## src/rtl/priority_encoder_4_2_pkg.sv

```systemverilog
// Shared widths and FSM encodings for the 4-to-2 request encoder.
package priority_encoder_4_2_pkg;
    localparam int NUM_REQ = 4;
    localparam int CODE_W  = 2;
    localparam int CNT_W   = 3;

    typedef enum logic {
        ST_IDLE  = 1'b0,
        ST_OFFER = 1'b1
    } state_t;
endpackage

```

## src/rtl/priority_encoder_4_2_pick.sv

```systemverilog
// Combinational selector: highest set bit, or first set bit after rr_last when rr_en.
module pick_4_2
    import priority_encoder_4_2_pkg::*;
(
    input  logic [NUM_REQ-1:0] mask,
    input  logic [CODE_W-1:0]  rr_last,
    input  logic               rr_en,
    output logic [CODE_W-1:0]  idx
);
    logic [CODE_W-1:0] j;

    always_comb begin
        idx = '0;
        j   = '0;
        if (!rr_en) begin
            for (int unsigned i = 0; i < NUM_REQ; i++) begin
                if (mask[i]) idx = i[CODE_W-1:0];
            end
        end else begin
            // Scan offsets from farthest to nearest so the nearest set bit wins.
            for (int unsigned k = NUM_REQ; k >= 1; k--) begin
                j = rr_last + k[CODE_W-1:0];
                if (mask[j]) idx = j;
            end
        end
    end
endmodule

```

## src/rtl/priority_encoder_4_2.sv

```systemverilog
// Sequential 4-to-2 request encoder: pending register, valid/ready offer FSM, popcount.
module priority_encoder_4_2
    import priority_encoder_4_2_pkg::*;
#(
    parameter int ROUND_ROBIN = 0
) (
    input  logic               clk,
    input  logic               rst,
    input  logic [NUM_REQ-1:0] req,
    input  logic               ready,
    output logic [CODE_W-1:0]  code,
    output logic               valid,
    output logic [NUM_REQ-1:0] pending,
    output logic [CNT_W-1:0]   pending_cnt
);
    state_t              state;
    logic [NUM_REQ-1:0]  p;
    logic [CODE_W-1:0]   code_r;
    logic                valid_r;
    logic [CODE_W-1:0]   rr_last;

    logic                accept;
    logic [NUM_REQ-1:0]  acc_mask;
    logic [NUM_REQ-1:0]  rem;
    logic [CODE_W-1:0]   pick_rr;
    logic [CODE_W-1:0]   pick_idx;

    assign accept   = valid_r && ready;
    assign acc_mask = accept ? (4'b0001 << code_r) : '0;
    // In IDLE acc_mask is zero, so rem == p and one selector serves both load paths.
    assign rem      = p & ~acc_mask;
    assign pick_rr  = accept ? code_r : rr_last;

    pick_4_2 u_pick (
        .mask    (rem),
        .rr_last (pick_rr),
        .rr_en   (ROUND_ROBIN != 0),
        .idx     (pick_idx)
    );

    always_ff @(posedge clk or posedge rst) begin
        if (rst) begin
            state   <= ST_IDLE;
            p       <= '0;
            code_r  <= '0;
            valid_r <= 1'b0;
            rr_last <= 2'd3;
        end else begin
            p <= rem | req;
            if (accept) rr_last <= code_r;
            case (state)
                ST_IDLE: begin
                    if (p != '0) begin
                        code_r  <= pick_idx;
                        valid_r <= 1'b1;
                        state   <= ST_OFFER;
                    end
                end
                ST_OFFER: begin
                    if (ready) begin
                        if (rem != '0) begin
                            code_r <= pick_idx;
                        end else begin
                            valid_r <= 1'b0;
                            state   <= ST_IDLE;
                        end
                    end
                end
                default: begin
                    valid_r <= 1'b0;
                    state   <= ST_IDLE;
                end
            endcase
        end
    end

    always_comb begin
        pending_cnt = '0;
        for (int unsigned i = 0; i < NUM_REQ; i++) begin
            pending_cnt = pending_cnt + {{(CNT_W-1){1'b0}}, p[i]};
        end
    end

    assign code    = code_r;
    assign valid   = valid_r;
    assign pending = p;
endmodule
```

## config.mk

```make
export PLATFORM = sky130hd
export DESIGN_NAME = priority_encoder_4_2
export DESIGN_NICKNAME = d
export VERILOG_FILES = /design/src/rtl/priority_encoder_4_2_pkg.sv /design/src/rtl/priority_encoder_4_2_pick.sv /design/src/rtl/priority_encoder_4_2.sv
export SDC_FILE = /design/constraint.sdc
export NUM_CORES = 1
export LEC_CHECK = 0
export ABC_AREA = 0
export CAP_MARGIN = 30
export CORE_AREA = 4 4 42 44
export DETAILED_ROUTE_END_ITERATION = 8
export DIE_AREA = 0 0 46 48
export PLACE_DENSITY = 0.7
export SYNTH_ARGS = -nofsm -noshare
export SYNTH_HDL_FRONTEND = slang
export SYNTH_SLANG_ARGS = --single-unit
```

## constraint.sdc

```tcl
create_clock -name clk -period 1.6 [get_ports clk]
set_clock_uncertainty 0.05 [all_clocks]
set_input_delay 0.24 -clock clk [delete_from_list [all_inputs] [get_ports clk]]
set_output_delay 0.24 -clock clk [all_outputs]
set_load 0.01 [all_outputs]
```

---- Word level (Yosys, flattened, before mapping) ----
Index checks and enable logic that the tools add are counted.
storage, ports and cells
  register bits after elaboration ......... 8
  input bits .............................. 7
  output and inout bits ................... 10
operators by class
  $add $sub $neg .......................... 3
  equality and inequality tests ........... 4
  shift-type cells ........................ 1
  muxes and demuxes ....................... 16
  bitwise operators ....................... 4
  reductions and logical operators ........ 5
operators by type and width
  operator             number
  $mux 2               5
  $reduce_bool 4->1    2
  $mux 1               7
  $ne 2x2->1 const B   3
  $reduce_and 3->1     2
  $and 4x4->4          1
  $mux 4               1
  $not 4->4            1
  $or 4x4->4           1
  $pmux 1 s2           2
  $pmux 2 s2           1
  $shl 1x2->4 const A  1
  $add 2x1->3          1
  $add 3x1->3          1
  $add 1x1->2          1
  $ne 2x1->1 const B   1
  $logic_and 1x1->1    1
  $not 1->1            1

---- Longest topological paths before layout ----
  depth in word-level cells ............... 10
  gate-level depth with buffers ........... 5
  mapped depth without buffers ............ 5

---- Hierarchy ----
Synthesis repeated with hierarchy kept, for this count alone.
second synthesis, totals
  cells, all modules ...................... 69
  area total of the unflattened synthesis .. 644.4 um^2
by module, submodules not included
  module                times used  cells each  area each (um^2)
  priority_encoder_4_2  1           53          539.3
  pick_4_2              1           16          105.1

---- Least setup slack after synthesis ----
Ideal clock, no wire load.
  path type ............................... flip-flop to output port
  from .................................... register p[1], in the netlist pending[1]
  to ...................................... output port pending_cnt[1]
  arrival time ............................ 1.541 ns
  required time ........................... 1.310 ns
  setup slack ............................. -0.231 ns
  cell stages (with the launch flop) ...... 6
  path buffers ............................ 0
  path through ............................ dfrtp_1 inv_1 fa_1 inv_1 ha_1 ha_1
on the way
  longest elaborated chain between the ends .. 3
ends and longest elaborated chain
  element                 line                        source
  start, declared         priority_encoder_4_2.sv:17  logic [NUM_REQ-1:0] p;
  start signal, assigned  priority_encoder_4_2.sv:49  p <= rem | req;
  $add 1x1->2             priority_encoder_4_2.sv:80  pending_cnt = pending_cnt + {{(CNT_W-1){1'b0}}, p[i]};
  $add 2x1->3             priority_encoder_4_2.sv:80
  $add 3x1->3             priority_encoder_4_2.sv:80
  end, declared           priority_encoder_4_2.sv:14  output logic [CNT_W-1:0] pending_cnt
Every way passes these cells.

---- Final worst setup path ----
  from .................................... register p[0], in the netlist pending[0]
  to ...................................... output port pending_cnt[1]
Same word-level chain as after synthesis.

==> out/results.ini <==
[clock_tree]
cts.sinks = 8
cts-buffers-inserted = 3
holdBufCountCts = 0
clockBufferDepth = 2
path_clk_slew_ns = 0.07
insertion_delay_ns = 0.27
root_buffer = clkbuf_4
cts.htree.levels = 1
cts_tree = built

[power_and_ir_drop]
p_seq_share_pct = 24.2
powerDensity_nw_per_um2 = 1268
swShare_pct = 36.58
power_mw = 1.169
clock_power_share_pct = 15.8
ir_worst_vdd_mv = 0.7488
power.leakage_nw = 0.4229
power.switching_uw = 427.8
p_int_uw = 741.7
combPwrFrac_pct = 60.0

[run_status]
outcome = complete, but fails checks
violations = setup timing

[layout]
nFillCells = 118
utilization_pct = 64.20
fin_area_sq_um = 922.1
final_common_cell = buf_4
area_delta_synth_final_pct = 75.06
layout.nets = 102
layout-drive-gt1-share_pct = 42.22
antenna_cells = 0
layout_common_cells = buf_4 (15), inv_1 (6), dfrtp_1 (6), clkdlybuf4s50_1 (6)

[worst_setup_path]
reg2reg_from = pending[2]
cp-endpoint = pending_cnt[1]
endpoint_kind = primary output
worstSetupPathType = register to primary output
slowest_delay_ns = 0.55
reg2regPathDepth = 5
r2r-end = code[1]
crit_path_start_kind = register
critical_path_cell_count = 6
crit_chain = inv_2, fa_1, inv_2, ha_4, ha_4, buf_6
reg2reg_slack_ns = -0.03
crit_path_max_fanout = 2
cp.required_ns = 1.31
critPathSlowestCell = fa_1
crit_family = adder cells
crit_start = pending[0]
arrival_ns = 1.78
path_buf_inv = 3

[drt]
wire_per_inst_microns = 14.03
wl_met3_microns = 102
met1Wirelength_microns = 554
vias_per_cell = 5.208
num_vias = 552
wl_met2_microns = 783
drt_iter0_drc = 10
drc = 0
routed_wl_microns = 1487
top_layer_used = met4
postRouteAntennaNets = 0
drtPass1Iterations = 4

[yosys]
synth-seq-cells = 8
synth-seq-area-share_pct = 38.00
ys.flop_type = dfrtp_1
yosysWarningCount = 0
synth_compound_area_share_pct = 18.53
netlist_area_sq_um = 526.8
async_flop_share_pct = 100.0
avgSynthCellArea_sq_um = 9.241
synth_mux_area_share_pct = 7.838
yosysUniqueCellTypes = 26
synthCells = 57
synthXorXnorAreaFrac_pct = 0
yosys.area_share.adder_pct = 10.93
synth_edf_count = 0
postSynthNetCount = 68
synth_top_family_by_area = compound AO/OA/AOI/OAI gates
synth-simple-area-share_pct = 13.78

[timing]
tns_ns = -1.180
fin_hold_ws_ns = 0.1735
setup_viol = 4
rsz0062_at_grt = yes
min_period_ns = 2.070
worst_slew_pin_slew_ns = 0.3253
fin_ws_ns = -0.4702
maxSlewViolCount = 0
hold_violations = 0
max_slew_margin_pct = 78.29
fmax_mhz = 483.0
fin_crit_sh_pct = 129.4

[placed_design]
place_congestion = 0.7769
placed_cell_area_sq_um = 822.0
numPortBuffers = 16
post-dp-hpwl_microns = 1134

[global_routing]
grt_max_degree = 10
grt_pass1_vias = 520
overflow = 0
grtUsageTotal_pct = 15.79
grt_pass1_wl_microns = 2373
antenna_found_initial = 0

[die]
die_w_microns = 46
num_io_pins = 17
die_area_sq_um = 2208
placementRows = 14
core-area_sq_um = 1436
die_h_microns = 48
start_util_pct = 36.67

[hold_path]
hold_path_class = primary input to async pin

[flow_run]
drv_cap = 0

## power by group through the flow
stage	Clock [mW]	Sequential [mW]	Combinational, mW
2_1_floorplan	0	0.300	0.327
3_3_place_gp	0	0.279	0.591
3_5_place_dp	0	0.281	0.634
4_1_cts	0.192	0.282	0.700
5_1_grt	0.209	0.288	0.750
6_report	0.184	0.283	0.702
## metal layers
metal  global-route usage (%)  vias to the layer above
li1                         -                      267
met1                    16.82                      257
met2                    27.75                       24
met3                    3.383                        4
met4                    10.80                        0
met5                        0                        -
## cell families after synthesis
logic type / after synthesis
buf+inv: 13
mux: 4
fa+ha+maj: 4
flops: 8
simple gates: 14
compound gates: 14
## metrics by stage
stage,setup slack (ns),std cells
after detailed placement,-0.6230,99
after CTS,-0.4846,106
after global routing,-0.5304,106
final,-0.4702,106
after floorplan,-0.1495,57
after global placement,-0.5789,99
## sequential cells by signal, summed over array words and instances, names as in the netlist
signal	cells
valid	1
code	2
pending	4
state	1
## final cells by class
| cell class | instances | area [sq um] | area share [%] |
|---|---|---|---|
| clock buffer | 4 | 26.28 | 2.849 |
| inverter | 9 | 33.78 | 3.664 |
| multi-input combinational | 36 | 341.6 | 37.04 |
| sequential | 8 | 202.7 | 21.98 |
| tap | 16 | 20.02 | 2.171 |
| timing repair buffer | 33 | 297.8 | 32.29 |
## cell usage after synthesis (all sizes together) (2+ instances only)
cell type / instances / area (sq um)
inv: 9 / 33.78
nand3: 2 / 10.01
ha: 3 / 37.54
a21oi: 3 / 15.01
dfrtp: 8 / 200.2
nand4: 2 / 12.51
nand2: 3 / 11.26
nor2: 2 / 7.510
buf: 2 / 16.26
nor3: 2 / 10.01
a21o: 2 / 15.01
o22ai: 2 / 12.51
a211oi: 2 / 20.02
o21bai: 2 / 15.01
mux2i: 3 / 30.03
clkbuf: 2 / 7.510
## repair_timing
action | 4_1_cts | 5_1_grt
endpoints found under the setup margin | 9 | 6
gates resized for setup | 32 | 3
setup buffers | 3 | 3
pin swaps | 3 | 4
## worst min-delay path by stage
stage | start | endpoint | slack [ns] | depth (start not counted)
after detailed placement | rst | code[1] | 0.47 | 2
after floorplan | rst | code[0] | 0.006 | 1
after global placement | rst | code[1] | 0.46 | 2
final | rst | state | 0.17 | 2
after global routing | rst | state | 0.19 | 2
after CTS | rst | state | 0.18 | 2
Power figures use the tool's default switching activity.
